--- src/rtl/latch_sync_filter.sv ---
// Synchronizes the latch q into the clk domain, filters glitches shorter than
// FILT_CYCLES clocks, emits rise/fall pulses and counts accepted rising events.
module latch_sync_filter #(
  parameter int SYNC_STAGES = 2,
  parameter int FILT_CYCLES = 4,
  parameter int CNT_W       = 8
) (
  input  logic             clk,
  input  logic             rst_n,
  input  logic             d_async,
  input  logic             clr_cnt,
  output logic             q_filt,
  output logic             rise_pulse,
  output logic             fall_pulse,
  output logic [CNT_W-1:0] edge_cnt,
  output logic             cnt_ovf
);

  localparam int SW = (FILT_CYCLES > 1) ? $clog2(FILT_CYCLES) : 1;
  localparam logic [SW-1:0] STAB_LAST = SW'(FILT_CYCLES - 1);
  localparam bit SKIP_CHK = (FILT_CYCLES == 1);

  typedef enum logic [1:0] {
    STABLE_LOW,
    CHK_HIGH,
    STABLE_HIGH,
    CHK_LOW
  } state_t;

  logic [SYNC_STAGES-1:0] sync;
  logic                   s;
  state_t                 state, state_nxt;
  logic [SW-1:0]          stab_cnt, stab_nxt;
  logic                   q_nxt, rise_nxt, fall_nxt;

  always_ff @(posedge clk or negedge rst_n) begin
    if (!rst_n) begin
      sync <= '0;
    end else begin
      sync <= {sync[SYNC_STAGES-2:0], d_async};
    end
  end

  assign s = sync[SYNC_STAGES-1];

  always_ff @(posedge clk or negedge rst_n) begin
    if (!rst_n) begin
      state      <= STABLE_LOW;
      stab_cnt   <= '0;
      q_filt     <= 1'b0;
      rise_pulse <= 1'b0;
      fall_pulse <= 1'b0;
    end else begin
      state      <= state_nxt;
      stab_cnt   <= stab_nxt;
      q_filt     <= q_nxt;
      rise_pulse <= rise_nxt;
      fall_pulse <= fall_nxt;
    end
  end

  // A CHK state counts consecutive cycles at the new level; any return to the
  // old level restarts the count from scratch.
  always_comb begin
    state_nxt = state;
    stab_nxt  = stab_cnt;
    q_nxt     = q_filt;
    rise_nxt  = 1'b0;
    fall_nxt  = 1'b0;
    case (state)
      STABLE_LOW: begin
        if (s) begin
          if (SKIP_CHK) begin
            state_nxt = STABLE_HIGH;
            q_nxt     = 1'b1;
            rise_nxt  = 1'b1;
          end else begin
            state_nxt = CHK_HIGH;
            stab_nxt  = SW'(1);
          end
        end
      end
      CHK_HIGH: begin
        if (!s) begin
          state_nxt = STABLE_LOW;
          stab_nxt  = '0;
        end else if (stab_cnt == STAB_LAST) begin
          state_nxt = STABLE_HIGH;
          stab_nxt  = '0;
          q_nxt     = 1'b1;
          rise_nxt  = 1'b1;
        end else begin
          stab_nxt = stab_cnt + SW'(1);
        end
      end
      STABLE_HIGH: begin
        if (!s) begin
          if (SKIP_CHK) begin
            state_nxt = STABLE_LOW;
            q_nxt     = 1'b0;
            fall_nxt  = 1'b1;
          end else begin
            state_nxt = CHK_LOW;
            stab_nxt  = SW'(1);
          end
        end
      end
      CHK_LOW: begin
        if (s) begin
          state_nxt = STABLE_HIGH;
          stab_nxt  = '0;
        end else if (stab_cnt == STAB_LAST) begin
          state_nxt = STABLE_LOW;
          stab_nxt  = '0;
          q_nxt     = 1'b0;
          fall_nxt  = 1'b1;
        end else begin
          stab_nxt = stab_cnt + SW'(1);
        end
      end
      default: begin
        state_nxt = STABLE_LOW;
        stab_nxt  = '0;
      end
    endcase
  end

  // Clear takes priority, so a rise landing on a clear cycle is dropped.
  always_ff @(posedge clk or negedge rst_n) begin
    if (!rst_n) begin
      edge_cnt <= '0;
      cnt_ovf  <= 1'b0;
    end else if (clr_cnt) begin
      edge_cnt <= '0;
      cnt_ovf  <= 1'b0;
    end else if (rise_pulse) begin
      if (&edge_cnt) begin
        cnt_ovf <= 1'b1;
      end else begin
        edge_cnt <= edge_cnt + CNT_W'(1);
      end
    end
  end

endmodule

--- config.mk ---
export PLATFORM = sky130hd
export DESIGN_NAME = latch_sync_filter
export DESIGN_NICKNAME = d
export VERILOG_FILES = /design/src/rtl/latch_sync_filter.sv
export SDC_FILE = /design/constraint.sdc
export NUM_CORES = 1
export LEC_CHECK = 0
export ABC_AREA = 1
export CELL_PAD_IN_SITES_DETAIL_PLACEMENT = 0
export CELL_PAD_IN_SITES_GLOBAL_PLACEMENT = 2
export CORE_UTILIZATION = 29
export CTS_CLUSTER_SIZE = 28
export DETAILED_ROUTE_END_ITERATION = 6
export GPL_TIMING_DRIVEN = 0
export PLACE_DENSITY = 0.85
export SYNTH_ARGS = -nofsm -noshare
export SYNTH_HDL_FRONTEND = slang
export SYNTH_SLANG_ARGS = --single-unit
--- constraint.sdc ---
create_clock -name clk -period 1.4 [get_ports clk]
set_input_delay 0.28 -clock clk [delete_from_list [all_inputs] [get_ports clk]]
set_output_delay 0.28 -clock clk [all_outputs]
set_load 0.05 [all_outputs]
==> summary.md <==
| Metric | Value |
|---|---|
| Status | completed |
| Syn avg cell area | ~8.6 um^2 |
| Max Used Layer | met4 |
| Multi-input logic area | slightly below 400 um^2 |
| Die width | 56.6 um |
| CTS Sinks | 18 |
| Crit path kind | reg -> out |
| Fillers | 299 |
| Final Hold Fails | 0 |
| Vias per inst | approximately 4.6 |
| Yosys warning total | 0 |
| Flops & latches, synth | 18 |
| Crit path DAT | 1.06 ns |
| FP Rows | 19 |
| FF-to-FF path depth | 9 |
| Final Wtd Congestion | roughly 0.77 |
| Slew Limit Fails | 0 |
| Buf/Inv on CP | 1 |
| Synth top area share | 52.1% |
| Max VDD drop | 0.000927 V |
| CP Depth | 1 |
| WHS Path Cells | 0 |
| DIE HEIGHT | 56.6 um |
| Clock-pin slew on the worst setup and hold paths | 0.11 ns |
| Critical-path cell list | buf_2 |
| Routed WL per cell | 11.4 um |
| P_leak | ~0.00052 uW |
| Cell-internal power | about 860 uW |
| Later-pin clock latency in the skew report | 0.30 ns |
| Switching power | 408 uW |
| CTS Root Cell | clkbuf_4 |
| Sequential fraction of the synthesis area | 52.1% |
| Type of the tightest min-delay check | reg -> reg |
| N_diodes | 0 |
| Comb pwr share | between 20% and 30% |
| Cell Area, Synth | 865 um^2 |
| Unrepaired setup endpoints after global routing | no |
| Via count | 697 |
| Clock buffer depth | 2 |
| Met2 WL post-DR | 840 um |
| Setup bufs post-CTS | 0 |
| Nets | 127 |
| Synth area leader | dfrtp_1 |
| Setup violators final | 0 |
| Reg-to-reg slack, setup | about 0.090 ns |
| Core area | 2780 um^2 |
| DR WL met3 | slightly below 100 um |
| Initial Utilization | ~31% |
| Final Cycle Share | 95.7% |
| Port bufs | 15 |
| GRT overflow | 0 |
| Final min period | 1.34 ns |
| Drt total wl | approximately 1700 um |
| CTS tree | yes |
| Sw Share | 32.3% |
| Max Clk Rate | 746 MHz |
| Post-DP HPWL | 1300 um |
| Clk_skew | 0.0105 ns |
| Drt drc | 0 |
| Yosys cell types | 21 |
| Final ANT Viol Nets | 0 |
| Routed met1 length | 762 um |
| CP max stage cell | dfrtp_1 |
| Worst Hold Launch | sync[0]$_DFF_PN0_ |
| Max-slew headroom | ~46% |
| Dominant cells by area after synthesis | dfrtp_1, nand2_1, inv_1 |
| First-pass GRT wire length | 3110 um |
| Worst r2r dst | edge_cnt[3]$_DFFE_PN0P_ |
| Post-synthesis cell count | 101 |
| Pwr dens | 1170 nW/um^2 |
| H-tree depth | 1 |
| Hold_ws | approximately 0.36 ns |
| CP peak stage delay | around 0.46 ns |
| Power Total | 1270 uW |
| Starting DRT DRC Count | 12 |
| Initial antenna violation count | 0 |
| Maximum number of pins on one net before global-route repair | 19 |
| Post-route setup TNS | 0 ns |
| CP Data Required Time | 1.12 ns |
| Full die area | between 3000 and 4000 um^2 |
| Sequential cell area | between 400 and 500 um^2 |
| Max-cap check violation count | 0 |
| Sequential share of power | 51.8% |
| Reg-to-Reg Start | edge_cnt[0]$_DFFE_PN0P_ |
| Total iterations of the first detailed-routing run | 2 |
| Delay-heaviest family, CP | flip-flops |
| Crit path launch type | flip-flop |
| Area grow syn2layout | 24.7% |
| Slew of the pin with the lowest slew margin | 0.807 ns |
| Net Count, Synth | around 110 |
| Clock share of power | 25.3% |
| Critical path endpoint category | output port |
| Io pins | 16 |
| CTS Buf Count | 3 |
| Hold Path Sink | sync[1]$_DFF_PN0_ |
| Vias in the first global route | 707 |
| All-Layer GR Usage | 12.6% |
| Share of layout cells above drive strength 1 | 25.8% |
| Max Fanout on Critical Path | 6 |
metal layers:
layer / vias up / global-route usage, %
li1: 354 / -
met1: 326 / 14.9
met2: 15 / 21.3
met3: 2 / 5.30
met4: 0 / 2.09
met5: - / 0
logic make-up (layout without fill, tap and decap cells):
logic type,count (synthesis),after routing,synth area share (%)
flops,18,18,52.1
fa+ha+maj,2,2,2.89
xor+xnor,3,3,3.04
compound gates,12,12,7.82
buf+inv,13,32,6.22
simple gates,53,53,27.9
worst max path at each step:
stage	startpoint	to	slack, ns
final	edge_cnt[2]$_DFFE_PN0P_	edge_cnt[2]	0.06
after global routing	edge_cnt[0]$_DFFE_PN0P_	edge_cnt[4]$_DFFE_PN0P_	0.003
after CTS	edge_cnt[7]$_DFFE_PN0P_	edge_cnt[7]	0.005
after detailed placement	edge_cnt[2]$_DFFE_PN0P_	edge_cnt[2]	-0.16
after global placement	edge_cnt[2]$_DFFE_PN0P_	edge_cnt[2]	-0.16
after floorplan	edge_cnt[2]$_DFFE_PN0P_	edge_cnt[6]$_DFFE_PN0P_	0.006
power by group through the flow:
stage / Clock (uW) / Sequential [uW] / Combinational [uW]
floorplan: 0 / 729 / 139
global placement: 0 / 663 / 297
detailed placement: 0 / 667 / 304
CTS: 342 / 658 / 297
global route: 353 / 668 / 333
finish: 320 / 656 / 290
registers in the layout (all words and copies together), names as in the netlist, named ones only:
name and cells:
cnt_ovf 1, sync 2, rise_pulse 1, q_filt 1
edge_cnt 8, fall_pulse 1, state 1, stab_cnt 2
layout make-up:
cell class              count  share of cell area, %
multi-input cells          70                   35.6
well taps                  31                   3.60
inverters                  13                   4.99
repair buffers             15                   10.3
clock buffers               4                   3.36
flip-flops and latches     18                   42.1
cells in the final DEF, fill, tap and decap left out, types with 2 or more instances in the layout:
master           netlist  layout
buf_2                  0       8
nor2_1                10       9
xor2_1                 2       2
dfrtp_2                0       3
clkbuf_4               0       4
nand2_1               28      28
nand2_2                2       2
clkdlybuf4s50_1        0       3
nand3_1                8       8
inv_1                 11      11
a21oi_1                4       3
o21ai_0                3       3
nand2_4                2       2
clkdlybuf4s15_2        0       3
dfrtp_1               18      15
nor2_4                 1       2
o21ai_1                2       2
through the flow:
step                      util (%)  std cells  cell area, um^2  setup slack, ns
after CTS                     39.0        151             1090          0.00483
after global routing          38.8        151             1080          0.00341
final                         38.8        151             1080           0.0599
after global placement        38.6        147             1070           -0.161
after detailed placement      38.6        147             1070           -0.156
after floorplan                  -        101              883          0.00558
synth_stat cells, drive strengths merged:
cell / number
inv: 12
nand2: 32
nand3: 8
clkinv: 1
o21ai: 5
o31ai: 1
a21oi: 4
a21boi: 1
o21a: 1
ha: 2
or2: 1
nor2: 12
xnor2: 1
xor2: 2
dfrtp: 18
what timing repair did:
action                                  4_1_cts  5_1_grt
hold buffers                                  0        0
endpoints found under the setup margin       12        8
gates resized for setup                      48        9
cloned                                        0        0
No activity file was read; power rests on OpenSTA's default activity.
